==> src/rtl/fetch_pkg.sv <==
// +----------------------------------------------------------------------------+
// | fetch_pkg : shared widths, HALT encoding and queue entry type for fetch    |
// | Rev 1.0                                                                    |
// +----------------------------------------------------------------------------+
`default_nettype none

package fetch_pkg;

  localparam int ADDR_W_DEFAULT = 10;
  localparam int DATA_W_DEFAULT = 16;

  localparam logic [15:0] HALT_WORD = 16'hF000;

  typedef struct packed {
    logic [DATA_W_DEFAULT-1:0] instr;
    logic [ADDR_W_DEFAULT-1:0] pc;
  } fetch_entry_t;

endpackage

`default_nettype wire

==> src/rtl/fetch_queue.sv <==
// +----------------------------------------------------------------------------+
// | fetch_queue : synchronous prefetch FIFO with push/pop/flush, full/empty    |
// | Rev 1.0                                                                    |
// +----------------------------------------------------------------------------+
`default_nettype none

module fetch_queue
  import fetch_pkg::*;
#(
  parameter int  QDEPTH  = 2,
  parameter type entry_t = fetch_entry_t
) (
  input  logic   clk,
  input  logic   rst,
  input  logic   push,
  input  entry_t push_data,
  input  logic   pop,
  input  logic   flush,
  output logic   full,
  output logic   empty,
  output entry_t head
);

  localparam int PTR_W = (QDEPTH > 1) ? $clog2(QDEPTH) : 1;
  localparam int CNT_W = $clog2(QDEPTH + 1);

  entry_t             mem_q [QDEPTH];
  entry_t             mem_d [QDEPTH];
  logic [PTR_W-1:0]   rd_ptr_q, rd_ptr_d;
  logic [PTR_W-1:0]   wr_ptr_q, wr_ptr_d;
  logic [CNT_W-1:0]   count_q, count_d;
  logic               do_push;
  logic               do_pop;

  function automatic logic [PTR_W-1:0] ptr_inc(input logic [PTR_W-1:0] p);
    return (p == PTR_W'(QDEPTH - 1)) ? '0 : p + PTR_W'(1);
  endfunction

  assign empty   = (count_q == '0);
  assign full    = (count_q == CNT_W'(QDEPTH));
  assign do_pop  = pop && !empty;
  // A full queue still accepts a push when the head leaves on the same edge.
  assign do_push = push && (!full || do_pop);
  assign head    = mem_q[rd_ptr_q];

  always_comb begin
    mem_d    = mem_q;
    rd_ptr_d = rd_ptr_q;
    wr_ptr_d = wr_ptr_q;
    count_d  = count_q;
    if (flush) begin
      rd_ptr_d = '0;
      wr_ptr_d = '0;
      count_d  = '0;
    end else begin
      if (do_push) begin
        mem_d[wr_ptr_q] = push_data;
        wr_ptr_d        = ptr_inc(wr_ptr_q);
      end
      if (do_pop) begin
        rd_ptr_d = ptr_inc(rd_ptr_q);
      end
      case ({do_push, do_pop})
        2'b10:   count_d = count_q + CNT_W'(1);
        2'b01:   count_d = count_q - CNT_W'(1);
        default: count_d = count_q;
      endcase
    end
  end

  always_ff @(posedge clk or posedge rst) begin
    if (rst) begin
      rd_ptr_q <= '0;
      wr_ptr_q <= '0;
      count_q  <= '0;
      for (int i = 0; i < QDEPTH; i++) begin
        mem_q[i] <= '0;
      end
    end else begin
      rd_ptr_q <= rd_ptr_d;
      wr_ptr_q <= wr_ptr_d;
      count_q  <= count_d;
      mem_q    <= mem_d;
    end
  end

endmodule

`default_nettype wire

==> src/rtl/instr_fetch.sv <==
// +----------------------------------------------------------------------------+
// | instr_fetch : PC sequencer feeding a prefetch queue toward decode.         |
// | Optional HALT-word stop enabled by macro FETCH_HALT_EN.                    |
// | Rev 1.0                                                                    |
// +----------------------------------------------------------------------------+
`default_nettype none

module instr_fetch
  import fetch_pkg::*;
#(
  parameter int                ADDR_W   = ADDR_W_DEFAULT,
  parameter int                DATA_W   = DATA_W_DEFAULT,
  parameter int                QDEPTH   = 2,              // legal range 1..8
  parameter logic [ADDR_W-1:0] RESET_PC = '0
) (
  input  logic              clk,
  input  logic              rst,
  output logic [ADDR_W-1:0] instr_address,
  input  logic [DATA_W-1:0] instr_out,
  input  logic              redirect_valid,
  input  logic [ADDR_W-1:0] redirect_pc,
  output logic              out_valid,
  input  logic              out_ready,
  output logic [DATA_W-1:0] out_instr,
  output logic [ADDR_W-1:0] out_pc,
  output logic              halted
);

  typedef struct packed {
    logic [DATA_W-1:0] instr;
    logic [ADDR_W-1:0] pc;
  } entry_t;

  logic [ADDR_W-1:0] pc_q, pc_d;
  logic              q_full;
  logic              q_empty;
  entry_t            q_head;
  entry_t            push_entry;
  logic              deq;
  logic              push;
  logic              fetch_stop;

  assign instr_address = pc_q;
  assign out_valid     = !q_empty && !redirect_valid;
  assign out_instr     = q_head.instr;
  assign out_pc        = q_head.pc;
  assign deq           = out_valid && out_ready;
  assign push          = !redirect_valid && !fetch_stop && (!q_full || deq);
  assign push_entry    = '{instr: instr_out, pc: pc_q};

  always_comb begin
    pc_d = pc_q;
    if (redirect_valid) begin
      pc_d = redirect_pc;
    end else if (push) begin
      pc_d = pc_q + ADDR_W'(1);
    end
  end

  always_ff @(posedge clk or posedge rst) begin
    if (rst) begin
      pc_q <= RESET_PC;
    end else begin
      pc_q <= pc_d;
    end
  end

`ifdef FETCH_HALT_EN
  logic halted_q, halted_d;

  always_comb begin
    halted_d = halted_q;
    if (redirect_valid) begin
      halted_d = 1'b0;
    end else if (push && (instr_out == DATA_W'(HALT_WORD))) begin
      halted_d = 1'b1;
    end
  end

  always_ff @(posedge clk or posedge rst) begin
    if (rst) begin
      halted_q <= 1'b0;
    end else begin
      halted_q <= halted_d;
    end
  end

  assign fetch_stop = halted_q;
  assign halted     = halted_q;
`else
  assign fetch_stop = 1'b0;
  assign halted     = 1'b0;
`endif

  fetch_queue #(
    .QDEPTH  (QDEPTH),
    .entry_t (entry_t)
  ) u_queue (
    .clk       (clk),
    .rst       (rst),
    .push      (push),
    .push_data (push_entry),
    .pop       (deq),
    .flush     (redirect_valid),
    .full      (q_full),
    .empty     (q_empty),
    .head      (q_head)
  );

endmodule

`default_nettype wire
==> config.mk <==
export PLATFORM = sky130hd
export DESIGN_NAME = instr_fetch
export DESIGN_NICKNAME = d
export VERILOG_FILES = /design/src/rtl/fetch_pkg.sv /design/src/rtl/fetch_queue.sv /design/src/rtl/instr_fetch.sv
export SDC_FILE = /design/constraint.sdc
export NUM_CORES = 1
export LEC_CHECK = 0
export ABC_CLOCK_PERIOD_IN_PS = 5700
export CAP_MARGIN = 20
export CORE_MARGIN = 2
export CORE_UTILIZATION = 55
export DETAILED_ROUTE_END_ITERATION = 16
export PLACE_DENSITY = 0.87
export SYNTH_ARGS = -nofsm -noshare
export SYNTH_HDL_FRONTEND = slang
export SYNTH_SLANG_ARGS = --single-unit
export TNS_END_PERCENT = 30
==> constraint.sdc <==
create_clock -name clk -period 5.7 [get_ports clk]
set_clock_uncertainty 0.2 [all_clocks]
set_input_delay 0.57 -clock clk [delete_from_list [all_inputs] [get_ports clk]]
set_output_delay 0.57 -clock clk [all_outputs]
set_load 0.1 [all_outputs]
**Word-level counts from Yosys, hierarchy flattened**

Index checks and enable logic that the tools add are counted.

- Logic and storage cells: 55
- Register bits: 66

- Add/subtract/negate cells: 5
- Order comparisons: 3
- Reduce and logical (&&, ||, !) cells: 17
- Eq/ne operators: 3
- Bitwise operators: 3
- Muxes and demuxes: 16

Operators by type and width:

| cell | number |
|---|---|
| $mux 26 | 4 |
| $bwmux 52 | 1 |
| $demux 26 s1 | 1 |
| $mux 10 | 2 |
| $add 10x1->10 const B | 1 |
| $logic_and 1x1->1 | 6 |
| $mux 1 | 6 |
| $reduce_bool 2->1 | 3 |
| $eq 2x2->1 const B | 2 |
| $ge 2x2->1 const B | 2 |
| $not 1->2 | 2 |
| $pmux 2 s2 | 1 |
| $logic_not 1->1 | 3 |
| $reduce_bool 3->1 | 1 |
| $add 1x1->1 const B | 2 |
| $add 2x1->2 const B | 1 |
| $eq 2x1->1 const B | 1 |
| $logic_not 2->1 | 1 |
| $logic_or 1x1->1 | 2 |
| $lt 2x1->1 const B | 1 |
| $mux 2 | 1 |
| $reduce_and 2->1 | 1 |
| $sub 2x1->2 const B | 1 |
| $not 1->1 | 1 |

**Depth between registers and ports, before layout**

- Depth after elaboration: 10
- Gate-level depth with buffers: 7

**By module**

A second synthesis with hierarchy kept.

- Cells, all modules: 238
- Area total of the unflattened synthesis: 3191.8 µm²

Modules (own cells, without submodules):

| module | cells each | times used | seq. area each (µm²) | area each (µm²) |
|---|---|---|---|---|
| fetch_queue | 166 | 1 | 1401.3 | 2577.5 |
| instr_fetch | 72 | 1 | 250.2 | 614.3 |

**Worst setup path before layout**

Ideal clock, no wire load.

- Path kind: input to output
- Start point: in redirect_valid
- End point: out out_valid
- Data required time: 4.930 ns
- Setup slack: 2.403 ns
- Stages on the path: 5
- Arrival: 2.527 ns
- Path through: buf_2 > buf_2 > buf_2 > buf_1 > nor2_1

- Word-level cells in the longest chain between the ends: 2

RTL lines:

| element | RTL line | text |
|---|---|---|
| start, declared | instr_fetch.sv:20 | `input logic redirect_valid,` |
| $logic_not 1->1 | instr_fetch.sv:44 | `assign out_valid = !q_empty && !redirect_valid;` |
| $logic_and 1x1->1 | instr_fetch.sv:44 |  |
| end, declared | instr_fetch.sv:22 | `output logic out_valid,` |

No other way between the ends.

**Final worst setup path**

- Start point: reg u_queue.rd_ptr_q
- End point: out out_instr[8]

- Word-level cells in the longest chain between the ends: 4

RTL lines:

| element | RTL line | text |
|---|---|---|
| start, declared | fetch_queue.sv:29 | `logic [PTR_W-1:0] rd_ptr_q, rd_ptr_d;` |
| start signal, assigned | fetch_queue.sv:80 | `rd_ptr_q <= rd_ptr_d;` |
| $not 1->2 (not written as such) | fetch_queue.sv:44 | `assign head = mem_q[rd_ptr_q];` |
| $mux 26 (not written as such) (3 in a row) | fetch_queue.sv:44 |  |
| end, declared | instr_fetch.sv:24 | `output logic [DATA_W-1:0] out_instr,` |

No other way between the ends. The select of a mux whose other input is x is not followed.

==> results.md <==
* Startpoint of the lowest-slack hold path: u_queue.mem_q[5]
* WHS Path Cells at 1
* Via count of the first global-routing pass at 2290
* Clock Pin Slew Worst Setup and Hold Paths at 70 ps
* TritonCTS sink count at 66
* # H-tree levels at 3
* Number of synthesized register bits at 66
* Maximum frequency from static timing analysis at 289 MHz
* Yosys warns at 0
* Setup repair after global routing missed its margin: false
* Final weighted congestion of routability-driven global placement at 0.869
* Mean number of vias per cell at 5.66
* DP HPWL at 4.38 mm
* Area of the core at 5610 um2
* Hold Buf Count CTS at 0
* Mean post-synth cell area at 12.9 um2
* Fraction of the yosys area taken by sequential cells at 0.510
* Die span in y at 80.7 um
* Average wire per cell in the routed design at 16.7 um
* Post-CTS setup buffer count at 0
* Count of boundary I/O pins at 68
* Worst-skew pair later-pin latency at 330 ps
* Worst setup EP type: primary output
* Bufs on Longest Clock Path at 2
* Root buffer cell: clkbuf_8
* Share of post-route cells with drive strength above 1 at 0.313
* Post-Synthesis Cell Area at 3240 um2
* Row Count at 27
* Residual DRC at 0
* Primary FF master, synth: dfrtp_1
* Number of vias after detailed routing at 2215
* Setup tns final at 0 ps
* Total Routing Usage GR at 0.221
* Worst Setup Path Type: flop to primary output
* CTS tree: done
* Area of the die at 6510 um2
* Share of flip-flops with an asynchronous set or reset after synthesis at 1.00
* Number of distinct library cell variants in the gate-level netlist after synthesis at 44
* Post-synthesis to final-layout area growth at 26.1%
* Worst Tran Pin Value at 990 ps
* Starting density of the core at 0.577
* Number of setup violations in the final report at 0
* Endpoint of the lowest-slack register-to-register path: u_queue.mem_q[10]
* Setup slack of the most critical reg-to-reg path at 2980 ps
* Clock period minus worst slack at 3460 ps
* Hold Crit Class: flop to flop
* Initial DRC Count at 147
* Number of cells on the worst reg-to-reg path at 6
* Startpoint type of the worst setup path: flop
* Largest net degree at the start of global routing at 67
* Status: completed
* Crit path required time at 4930 ps
* Number of search-and-repair iterations in the first detailed-routing pass at 4
* Hold Violations, Final at 0
* Number of synthesized flops with an enable pin at 0
* Die span in x at 80.7 um
* Post-Route WL at 6.55 mm
* Mapped Nets at 283
* Wire length of the first global-routing pass at 10.9 mm
* Crit Path Max Fanout at 17
* Fin nets at 348
* Number of nets with antenna violations after detailed routing at 0
* Hold worst-path end: u_queue.mem_q[5]
* Initial antenna violation count at 0
* Count of inserted antenna diode cells at 0
* Number of maximum-capacitance violations at 0
* Number of buffer cells added on primary ports at 66
* Number of buffers created by CTS at 9
* Number of slew-limit violations in the final report at 0
* CP Data Arrival Time at 2690 ps
* Max transition margin at 0.338
* Number of resized instances in the post-cts repair step at 0
* Post-synthesis cell count at 250
* Final period util at 0.608
* Launching point of the worst reg2reg path: u_queue.count_q[0]
* Overflow left after global routing at 0
## cell usage in the layout, fill, tap and decap left out, types with 3 or more instances in the layout
| cell | instances |
|---|---|
| a21oi_1 | 5 |
| buf_4 | 5 |
| clkbuf_8 | 11 |
| clkdlybuf4s50_1 | 66 |
| clkinv_2 | 3 |
| dfrtp_1 | 66 |
| ha_1 | 3 |
| inv_1 | 8 |
| mux2_1 | 3 |
| mux2_2 | 75 |
| nand2_1 | 10 |
| nand3_1 | 5 |
| nor2_1 | 6 |
| nor2b_1 | 3 |
| nor3_1 | 3 |
| o2111ai_1 | 4 |
| o211ai_1 | 3 |
| o21ai_0 | 4 |
## worst max-delay path, stage by stage, from the launching register on
cell,delay [ps]
dfrtp_1,650
buf_4,350
mux2_2,380
clkdlybuf4s50_1,980
## cell usage after synthesis (2+ instances only)
master | number | area (um2)
ha_1 | 3 | 37.5
nand2_1 | 10 | 37.5
nand2b_1 | 2 | 12.5
dfrtp_1 | 66 | 1650
clkbuf_1 | 4 | 15.0
nor2b_1 | 3 | 18.8
a21oi_1 | 5 | 25.0
inv_1 | 9 | 33.8
buf_2 | 6 | 30.0
nor2_1 | 6 | 22.5
o21ai_0 | 4 | 20.0
or2_2 | 2 | 12.5
a31oi_1 | 2 | 12.5
a2111oi_0 | 2 | 17.5
o211ai_1 | 3 | 22.5
mux2_2 | 75 | 845
buf_6 | 5 | 56.3
nand3_1 | 5 | 25.0
a211oi_4 | 2 | 40.0
a211oi_1 | 2 | 15.0
a2111o_1 | 2 | 22.5
a221o_1 | 2 | 20.0
o2111ai_1 | 4 | 35.0
and4_1 | 2 | 17.5
nor3_1 | 3 | 15.0
mux2_1 | 3 | 33.8
## metrics by stage
step           hold slack [ps]  utilization  instances  setup slack, ps  instance area (um2)
3_5_place_dp               268        0.697        376             2450                 3910
2_1_floorplan              252            -        250             2400                 3240
6_report                   287        0.728        391             2240                 4080
4_1_cts                    290        0.728        391             2180                 4080
3_3_place_gp               267        0.697        376             2470                 3910
5_1_grt                    300        0.728        391             2120                 4080
## layout make-up
type	count	area, um2
Clock buffer	12	155
Clock inverter	3	15.0
Fill cell	432	1530
Inverter	9	33.8
Multi-Input combinational cell	158	1440
Sequential cell	66	1650
Tap cell	72	90.1
Timing Repair Buffer	71	698
## layer usage
layer | global-route usage | share of wire | up-vias | wire (um)
met4 | 0.0915 | 0.014 | 0 | 91
met2 | 0.344 | 0.49 | 56 | 3180
met3 | 0.0539 | 0.047 | 9 | 308
li1 | - | - | 1041 | -
met1 | 0.296 | 0.45 | 1109 | 2970
met5 | 0 | 0 | - | 0
## registers in the layout, summed over array words and instances (netlist names)
register,flops
u_queue.mem_q,52
instr_address,10
u_queue.count_q,2
u_queue.rd_ptr_q,1
u_queue.wr_ptr_q,1
## kinds of logic (layout without fill, tap and decap cells)
kind of cell,after synthesis,in the layout,synth area share
mux,78,78,0.271
simple gates,40,40,0.0677
xor+xnor,1,1,0.00271
other cells,1,1,0.00116
fa+ha+maj,3,3,0.0116
flops,66,66,0.510
buf+inv,26,95,0.0452
compound gates,35,35,0.0897
## worst max-delay path by stage
| stage | depth (start not counted) | end | startpoint |
|---|---|---|---|
| finish | 3 | out_instr[8] | u_queue.rd_ptr_q |
| global route | 3 | out_instr[8] | u_queue.rd_ptr_q |
| CTS | 3 | out_instr[8] | u_queue.rd_ptr_q |
| detailed placement | 4 | out_valid | redirect_valid |
| global placement | 4 | out_valid | redirect_valid |
| floorplan | 5 | out_valid | redirect_valid |
Power is left out: the tool's default activity adds up to more than one toggle a clock period on the data nets, which glitch-free logic cannot reach.
==> edit (config.mk and constraints unchanged) <==
Change the package constant `ADDR_W_DEFAULT` from 10 to 11.
--- a/src/rtl/fetch_pkg.sv
+++ b/src/rtl/fetch_pkg.sv
@@ -6,7 +6,7 @@
 
 package fetch_pkg;
 
-  localparam int ADDR_W_DEFAULT = 10;
+  localparam int ADDR_W_DEFAULT = 11;
   localparam int DATA_W_DEFAULT = 16;
 
   localparam logic [15:0] HALT_WORD = 16'hF000;
Interface: changed (resized instr_address, out_pc and redirect_pc); port bits go from 68 to 71. The function was not compared with the original's and may differ.
==> edit against the unedited design <==
First-iteration DRC count shrank 46%; via count shrank 5.4%; wire length shrank 4.1%; count of clock-buffer cells in the layout shrank 2; setup slack lost 0.21 ns; die area grew 0.30%; cell area grew 2.8%; critical path depth is the same; sequential cell count grew 3; synthesized area grew 0.31%; highest routed layer unchanged.
Power is not shown: default switching activity piles up to over one toggle a cycle in this logic, so the estimate is an artifact.
==> edit: results (changes against the unedited design) <==
highest net fanout along the worst path 28 (was 17); multiplexer fraction of the synthesized cell area 29.8% (was 27.1%); wire length of the first global-routing pass 10400 um (was 10900 um); non-clk buf share 17.2% (was 17.1%); flop-to-flop setup slack 2.96 ns (was 2.98 ns); max FFs per register 54 (was 52); DPL Wire Length 4280 um (was 4380 um); endpoint of the worst hold-timing path u_queue.mem_q[30] (was u_queue.mem_q[5]); Slew headroom 33.6% (was 33.8%); register fraction of the total cell area 41.2% (was 40.5%); DRT iter0 DRCs 80 (was 147); fraction of the cycle the final worst path needs 64.5% (was 60.8%); worst hold slack 0.302 ns (was 0.287 ns); summed instance area of the synthesized netlist 0.00325 mm^2 (was 0.00324 mm^2); overall routing resource usage 21.4% (was 22.1%); proportion of cell area occupied by multi-input gates 33.6% (was 35.2%); adder and majority cell fraction of the synthesized area 1.16% (about the same); Critical Path AT 2.91 ns (was 2.69 ns); share of final-layout standard cells stronger than drive strength 1 35.9% (was 31.3%); syn_nets 271 (was 283); Port Buffers 69 (was 66); net count of the finished layout 341 (was 348); post-place instance area 0.00397 mm^2 (was 0.00391 mm^2); GRT met1 Usage 28.5% (was 29.6%); result of the run finished, final reports clean (unchanged); met3 layer usage reported by global route 3.89% (was 5.39%); met2 Use GR 33.5% (was 34.4%); Filler Cells Inserted 390 (was 432); final estimated routing congestion in global placement 0.779 (was 0.869); Worst Hold Launch u_queue.mem_q[30] (was u_queue.mem_q[5]); sequential cells 69 (was 66); Finished Layout Cells 384 (was 391); vias in the first global route 2192 (was 2290); non-clock buffer count 73 (was 71); Clock Buffer Count 10 (was 12); multi-input gates 148 (was 158); xor-xnor portion of the synthesized cell area 3.24% (was 0.271%)
edit: cell count changes after synthesis, sizes merged, moves of 3 or more:
cell     unedited run  this run
o21ai               4         7
xor2                0         4
buf                13         9
inv                 9         6
o211ai              3         0
mux2               78        84
nor3                3         0
o2111ai             4         0
xnor2               1         8
dfrtp              66        69
edit: metal layers:
layer | up-vias | routed length, um | part of all wire (%)
met2 | 49 | 3030 | 48
met4 | 0 | 159 | 2.5
met5 | - | 0 | 0
li1 | 981 | - | -
met3 | 12 | 262 | 4.2
met1 | 1053 | 2830 | 45
edit: cell families after synthesis:
family                   Yosys count
AO/OA/AOI/OAI                     17
XOR/XNOR                          12
adder cells (fa/ha/maj)            3
buffers and inverters             20
flip-flops                        69
multiplexers                      86
other                              1
AND/OR/NAND/NOR                   29
edit: critical path, cell delays in order:
cell	delay (ns)
sky130_fd_sc_hd__clkdlybuf4s50_1	0.92
sky130_fd_sc_hd__nor2_1	0.26
sky130_fd_sc_hd__clkdlybuf4s50_1	1.15
